### src/rtl/jtag_tap_target.sv
// jtag_tap_target
// Clock-domain JTAG TAP responder. It oversamples tck/tms/tdi with clk and runs
// the 16-state IEEE 1149.1 TAP controller. It provides the IR, BYPASS, IDCODE and
// USER data registers, and drives tdo. The USER register trades bytes with local
// logic through a capture/update handshake.
//
// Ports:
//   clk, rst          system clock, synchronous active-high reset
//   tck, tms, tdi     JTAG pins (asynchronous to clk)
//   tdo               JTAG serial out, updated on tck fall
//   cap_data/valid    byte offered to USER at Capture-DR
//   cap_rd            1-clk pulse when cap_data is consumed
//   upd_data/valid    byte written at Update-DR, 1-clk valid pulse
//   ir_value          active instruction
//   tap_state         current TAP state code
module jtag_tap_target #(
  parameter int unsigned          IR_WIDTH     = 10,
  parameter int unsigned          DR_WIDTH     = 8,
  parameter logic [31:0]          IDCODE_VAL   = 32'h1234_5A5B,
  parameter logic [IR_WIDTH-1:0]  IDCODE_INSTR = 10'h001,
  parameter logic [IR_WIDTH-1:0]  USER_INSTR   = 10'h002
) (
  input  logic                clk,
  input  logic                rst,
  input  logic                tck,
  input  logic                tms,
  input  logic                tdi,
  output logic                tdo,
  input  logic [DR_WIDTH-1:0] cap_data,
  input  logic                cap_valid,
  output logic                cap_rd,
  output logic [DR_WIDTH-1:0] upd_data,
  output logic                upd_valid,
  output logic [IR_WIDTH-1:0] ir_value,
  output logic [3:0]          tap_state
);

  typedef enum logic [3:0] {
    TLR    = 4'd0,  RTI    = 4'd1,  SEL_DR = 4'd2,  CAP_DR = 4'd3,
    SH_DR  = 4'd4,  EX1_DR = 4'd5,  PA_DR  = 4'd6,  EX2_DR = 4'd7,
    UPD_DR = 4'd8,  SEL_IR = 4'd9,  CAP_IR = 4'd10, SH_IR  = 4'd11,
    EX1_IR = 4'd12, PA_IR  = 4'd13, EX2_IR = 4'd14, UPD_IR = 4'd15
  } tap_state_e;

  logic                tck_meta_q, tck_sync_q, tck_prev_q;
  logic                tms_meta_q, tms_sync_q;
  logic                tdi_meta_q, tdi_sync_q;
  logic [1:0]          fill_q;
  tap_state_e          state_q, state_d;
  logic [IR_WIDTH-1:0] ir_shift_q, ir_value_q;
  logic [31:0]         id_shift_q;
  logic                bypass_q;
  logic [DR_WIDTH-1:0] user_shift_q, upd_data_q;
  logic                tdo_q, cap_rd_q, upd_valid_q;

  logic tck_rise_s, tck_fall_s;
  logic sel_idcode_s, sel_user_s, dr_lsb_s;

  // Edges are masked until the synchronizer and history hold real pin samples,
  // so a tck already high when reset releases is not mistaken for a rise.
  assign tck_rise_s   = (fill_q == 2'd3) &&  tck_sync_q && !tck_prev_q;
  assign tck_fall_s   = (fill_q == 2'd3) && !tck_sync_q &&  tck_prev_q;
  assign sel_idcode_s = (ir_value_q == IDCODE_INSTR);
  assign sel_user_s   = (ir_value_q == USER_INSTR);

  // LSB of whichever data register the active instruction selects.
  always_comb begin
    dr_lsb_s = bypass_q;
    if (sel_idcode_s) begin
      dr_lsb_s = id_shift_q[0];
    end else if (sel_user_s) begin
      dr_lsb_s = user_shift_q[0];
    end else begin
      dr_lsb_s = bypass_q;
    end
  end

  // TAP next-state table, indexed by the synchronized tms.
  always_comb begin
    state_d = state_q;
    case (state_q)
      TLR:     state_d = tms_sync_q ? TLR    : RTI;
      RTI:     state_d = tms_sync_q ? SEL_DR : RTI;
      SEL_DR:  state_d = tms_sync_q ? SEL_IR : CAP_DR;
      CAP_DR:  state_d = tms_sync_q ? EX1_DR : SH_DR;
      SH_DR:   state_d = tms_sync_q ? EX1_DR : SH_DR;
      EX1_DR:  state_d = tms_sync_q ? UPD_DR : PA_DR;
      PA_DR:   state_d = tms_sync_q ? EX2_DR : PA_DR;
      EX2_DR:  state_d = tms_sync_q ? UPD_DR : SH_DR;
      UPD_DR:  state_d = tms_sync_q ? SEL_DR : RTI;
      SEL_IR:  state_d = tms_sync_q ? TLR    : CAP_IR;
      CAP_IR:  state_d = tms_sync_q ? EX1_IR : SH_IR;
      SH_IR:   state_d = tms_sync_q ? EX1_IR : SH_IR;
      EX1_IR:  state_d = tms_sync_q ? UPD_IR : PA_IR;
      PA_IR:   state_d = tms_sync_q ? EX2_IR : PA_IR;
      EX2_IR:  state_d = tms_sync_q ? UPD_IR : SH_IR;
      UPD_IR:  state_d = tms_sync_q ? SEL_DR : RTI;
      default: state_d = TLR;
    endcase
  end

  // Synchronizers, TAP state, scan registers and all registered outputs.
  always_ff @(posedge clk) begin
    if (rst) begin
      tck_meta_q   <= 1'b0;
      tck_sync_q   <= 1'b0;
      tck_prev_q   <= 1'b0;
      tms_meta_q   <= 1'b0;
      tms_sync_q   <= 1'b0;
      tdi_meta_q   <= 1'b0;
      tdi_sync_q   <= 1'b0;
      fill_q       <= 2'd0;
      state_q      <= TLR;
      ir_shift_q   <= {IR_WIDTH{1'b0}};
      ir_value_q   <= IDCODE_INSTR;
      id_shift_q   <= 32'h0000_0000;
      bypass_q     <= 1'b0;
      user_shift_q <= {DR_WIDTH{1'b0}};
      upd_data_q   <= {DR_WIDTH{1'b0}};
      tdo_q        <= 1'b0;
      cap_rd_q     <= 1'b0;
      upd_valid_q  <= 1'b0;
    end else begin
      tck_meta_q  <= tck;
      tck_sync_q  <= tck_meta_q;
      tck_prev_q  <= tck_sync_q;
      tms_meta_q  <= tms;
      tms_sync_q  <= tms_meta_q;
      tdi_meta_q  <= tdi;
      tdi_sync_q  <= tdi_meta_q;
      if (fill_q != 2'd3) begin
        fill_q <= fill_q + 2'd1;
      end
      cap_rd_q    <= 1'b0;
      upd_valid_q <= 1'b0;

      // Rise: capture/shift in the pre-transition state, then advance.
      if (tck_rise_s) begin
        state_q <= state_d;
        case (state_q)
          CAP_IR: ir_shift_q <= {{(IR_WIDTH-1){1'b0}}, 1'b1};
          SH_IR:  ir_shift_q <= {tdi_sync_q, ir_shift_q[IR_WIDTH-1:1]};
          CAP_DR: begin
            if (sel_idcode_s) begin
              id_shift_q <= IDCODE_VAL;
            end else if (sel_user_s) begin
              user_shift_q <= cap_valid ? cap_data : {DR_WIDTH{1'b0}};
              cap_rd_q     <= cap_valid;
            end else begin
              bypass_q <= 1'b0;
            end
          end
          SH_DR: begin
            if (sel_idcode_s) begin
              id_shift_q <= {tdi_sync_q, id_shift_q[31:1]};
            end else if (sel_user_s) begin
              user_shift_q <= {tdi_sync_q, user_shift_q[DR_WIDTH-1:1]};
            end else begin
              bypass_q <= tdi_sync_q;
            end
          end
          default: ;
        endcase
      end

      // Fall: updates and tdo launch, so tdo is settled before the next rise.
      if (tck_fall_s) begin
        case (state_q)
          UPD_IR: begin
            ir_value_q <= ir_shift_q;
            tdo_q      <= 1'b0;
          end
          UPD_DR: begin
            if (sel_user_s) begin
              upd_data_q  <= user_shift_q;
              upd_valid_q <= 1'b1;
            end
            tdo_q <= 1'b0;
          end
          SH_IR:   tdo_q <= ir_shift_q[0];
          SH_DR:   tdo_q <= dr_lsb_s;
          default: tdo_q <= 1'b0;
        endcase
      end

      if (state_q == TLR) begin
        ir_value_q <= IDCODE_INSTR;
      end
    end
  end

  assign tdo       = tdo_q;
  assign cap_rd    = cap_rd_q;
  assign upd_data  = upd_data_q;
  assign upd_valid = upd_valid_q;
  assign ir_value  = ir_value_q;
  assign tap_state = state_q;

endmodule

### config.mk
export PLATFORM = sky130hd
export DESIGN_NAME = jtag_tap_target
export DESIGN_NICKNAME = d
export VERILOG_FILES = /design/src/rtl/jtag_tap_target.sv
export SDC_FILE = /design/constraint.sdc
export NUM_CORES = 1
export LEC_CHECK = 0
export ABC_AREA = 1
export BUFFER_PORTS_ARGS = -buffer_cell sky130_fd_sc_hd__buf_2
export CAP_MARGIN = 25
export CORE_UTILIZATION = 41
export DETAILED_ROUTE_END_ITERATION = 6
export PLACE_DENSITY = 0.59
export RECOVER_POWER = 25
export SETUP_SLACK_MARGIN = 0.1
export SLEW_MARGIN = 20
export SYNTH_ARGS = -nofsm -noshare
export SYNTH_HDL_FRONTEND = slang
export SYNTH_SLANG_ARGS = --single-unit
### constraint.sdc
create_clock -name clk -period 3.1 [get_ports clk]
set_input_delay 0.465 -clock clk [delete_from_list [all_inputs] [get_ports clk]]
set_output_delay 0.465 -clock clk [all_outputs]
set_load 0.05 [all_outputs]
==> impl_metrics.csv <==
group,metric,value,unit
critical_path,cp_max_fo,63,
placed_design,dpl.cell_count,660,
clocking,cts_resized,0,
grt,grt_pass1_wl,13500,µm
critical_path,arrival,2.50,ns
hold_path,hold_end,"tdi_meta_q",
hold_path,hold_path.class,"primary input to flop",
pwr,p_sw_share,23.1,%
die,die_h,98,µm
routing,met3_wirelength,240,µm
clocking,cts_tree,"yes",
cells_and_area,antenna_cells,0,
critical_path,reg2reg_depth,8,
logic_synthesis,syn-cell-area,3780,µm²
critical_path,cp.required,3.32,ns
grt,grt_start_max_net_pins,64,
routing,wl_met2,3660,µm
logic_synthesis,netlist_instances,534,
clocking,worstSkewPairLatency,0.35,ns
pwr,p_switching,0.460,mW
routing,vias,3293,
critical_path,critPathMaxStageDelay,0.49,ns
cells_and_area,multi_input_comb_area,1650,µm²
timing,setup_viol,0,
die,core,8810,µm²
pwr,combPwrFrac,3.5,%
run_status,status,"complete, no violations",
routing,drtPass1Iterations,4,
grt,antenna_found_initial,0,
cells_and_area,synthToLayoutAreaGrowth,10.4,%
critical_path,reg2reg_slack,0.82,ns
job,maxCapViolCount,0,
clocking,clock_sinks,85,
routing,drc_errors,0,
critical_path,critPathKind,"flop to flop",
pwr,seqPwrFrac,55.5,%
pwr,clockPowerShare,41.0,%
placed_design,gp_congestion,0.915,
pwr,p_int,1.53,mW
routing,postRouteAntennaNets,0,
logic_synthesis,synth_fp_nets,549,
logic_synthesis,ys.flop_type,"dfxtp_1",
timing,slew_violations,0,
routing,routed.top_layer,"met4",
die,ios,39,
logic_synthesis,avgSynthCellArea,7.08,µm²
placed_design,io_buffers,38,
logic_synthesis,synth_edf_count,0,
die,initial_core_util,42.9,%
critical_path,worst_setup_path_start_kind,"flop",
clocking,cts_inserted_buffers,9,
timing,rsz0062_at_grt,"no",
timing,max_freq,0.439,GHz
pwr,ir_drop,0.223,mV
logic_synthesis,ys_async_sr_fraction,0,%
grt,gr-total-overflow,0,
routing,routedWlPerCell,11.8,µm
clocking,clk_pin_slew,0.09,ns
cells_and_area,nets,578,
timing,min_period,2.28,ns
critical_path,end_kind,"flop",
critical_path,critical_path.most_common_cell,"nor2_4",
timing,setup_tns,0,ns
cells_and_area,fill_cells,939,
hold_path,hold_depth,3,
grt,grt_pass1_vias,2990,
critical_path,worstPathCellList,"inv_1 > nand2_1 > nor2_4 > nor2_2 > nor2_4 > nand2_4 > o21ai_0 > a21oi_1",
routing,dr.first_iter.drc_count,96,
logic_synthesis,yosys_warnings,0,
clocking,root_buffer,"clkbuf_8",
pwr,power_leakage,1.80,nW
timing,relSlewSlack,5.23,%
logic_synthesis,seq_area_frac_synth,45.0,%
critical_path,worst_path_max_delay_cell,"dfxtp_1",
critical_path,r2r_start,"tap_state[0]",
clocking,ctsHoldBuffers,0,
placed_design,hpwl,5290,µm
timing,hold_violations,0,
cells_and_area,drive_gt1_share,10.9,%
die,core.rowCount,34,
critical_path,rr_endpoint,"id_shift_q[18]",
cells_and_area,seq_area,1700,µm²
grt,grt_use_total,17.4,%
routing,met1_length,3980,µm
timing,worstMarginPinSlew,1.42,ns
timing,fin_worst_skew,0.00882,ns
die,die_width,98,µm
logic_synthesis,synth-seq-cells,85,
clocking,clock_path_buffers,2,
clocking,cts.htree.levels,3,
logic_synthesis,ys_types,29,
die,die-area,9600,µm²
hold_path,min_from,"tdi",
clocking,cts_setup_buffers,0,
routing,wirelength,7950,µm
cells_and_area,fin_cells,676,
pwr,p_per_area,478,nW/µm²
routing,detail_route.vias_per_cell,4.87,
timing,finalCritPeriodShare,73.5,%
layout by cell type, fill, tap and decap left out, types with 2 or more instances in the layout:
master     n
inv_1     69
dfxtp_1   85
clkbuf_8  10
nand2_2    4
nand3_1   14
a31oi_1    2
nand4_1    2
a211oi_1   3
inv_2      5
o21ai_0   33
buf_2     19
o21a_1     7
clkinv_4   2
o21ai_1   24
buf_4      3
a21oi_1   52
nor2_2     5
nand2_1   89
o21ai_2    5
nor2_4     3
clkbuf_1  21
nor2_1    87
nor3_1    13
nor3_4     2
cell type report:
type	count	area share, %
Clock buffer	11	3.39
Clock inverter	5	1.62
Inverter	75	6.75
Multi-Input combinational cell	350	39.6
Sequential cell	85	40.8
Tap cell	108	3.24
Timing Repair Buffer	42	4.62
worst max-delay path, delay by kind of cell (launching register included):
family | cells | cell delay [ns]
simple gates | 5 | 1.04
flops | 1 | 0.49
compound gates | 2 | 0.37
buf+inv | 1 | 0.22
routing by layer:
layer,global-route usage [%],vias up
met5,0,-
met4,4.08,0
li1,-,1753
met1,22.5,1487
met3,4.51,6
met2,28.8,47
cell usage after synthesis (6+ instances only):
cell | n | area, µm²
a21oi_1 | 52 | 260
o21ai_1 | 24 | 120
buf_6 | 6 | 67.6
nor3_1 | 13 | 65.1
dfxtp_1 | 85 | 1700
o21ai_0 | 33 | 165
inv_1 | 69 | 259
clkbuf_1 | 10 | 37.5
nand3_1 | 14 | 70.1
o21a_1 | 7 | 52.6
nor2_1 | 87 | 327
nand2_1 | 89 | 334
buf_2 | 6 | 30.0
registers in the layout (all words and copies together), names as in the netlist, 2 cells and up:
signal	flops
fill_q	2
id_shift_q	32
ir_shift_q	10
ir_value	10
tap_state	4
upd_data	8
user_shift_q	8
cell families (layout without fill, tap and decap cells):
logic type | count (synthesis) | in the layout | synth area share [%]
buffers and inverters | 99 | 133 | 11.2
AO/OA/AOI/OAI | 128 | 128 | 18.3
flip-flops | 85 | 85 | 45.0
AND/OR/NAND/NOR | 221 | 221 | 25.1
adder cells (fa/ha/maj) | 1 | 1 | 0.331
power groups by stage:
stage / logic (mW) / registers (mW) / clock network [mW]
floorplan: 0.0491 / 1.13 / 0
finish: 0.0696 / 1.11 / 0.817
CTS: 0.0700 / 1.11 / 0.848
global route: 0.0795 / 1.11 / 0.876
global placement: 0.0679 / 1.13 / 0
detailed placement: 0.0695 / 1.13 / 0
how the worst max path moves through the flow:
stage	from	end	cells past startpoint
finish	tap_state[0]	id_shift_q[18]	8
global placement	tap_state[0]	id_shift_q[18]	7
floorplan	tap_state[1]	id_shift_q[1]	9
detailed placement	tap_state[0]	id_shift_q[18]	8
global route	tap_state[0]	id_shift_q[19]	8
CTS	tap_state[0]	id_shift_q[18]	8
per-stage QoR:
| step | cell area, µm² | total power [mW] | utilization (%) | worst slack (ns) | hold WS [ns] |
|---|---|---|---|---|---|
| 2_1_floorplan | 3780 | 1.18 | - | 1.23 | 0.388 |
| 3_3_place_gp | 3990 | 1.20 | 45.3 | 0.934 | 0.390 |
| 3_5_place_dp | 3990 | 1.20 | 45.3 | 0.821 | 0.395 |
| 4_1_cts | 4200 | 2.02 | 47.7 | 0.806 | 0.298 |
| 5_1_grt | 4170 | 2.06 | 47.4 | 0.588 | 0.299 |
| 6_report | 4170 | 1.99 | 47.4 | 0.820 | 0.312 |
Note: power is estimated with default switching activity, not from simulation.
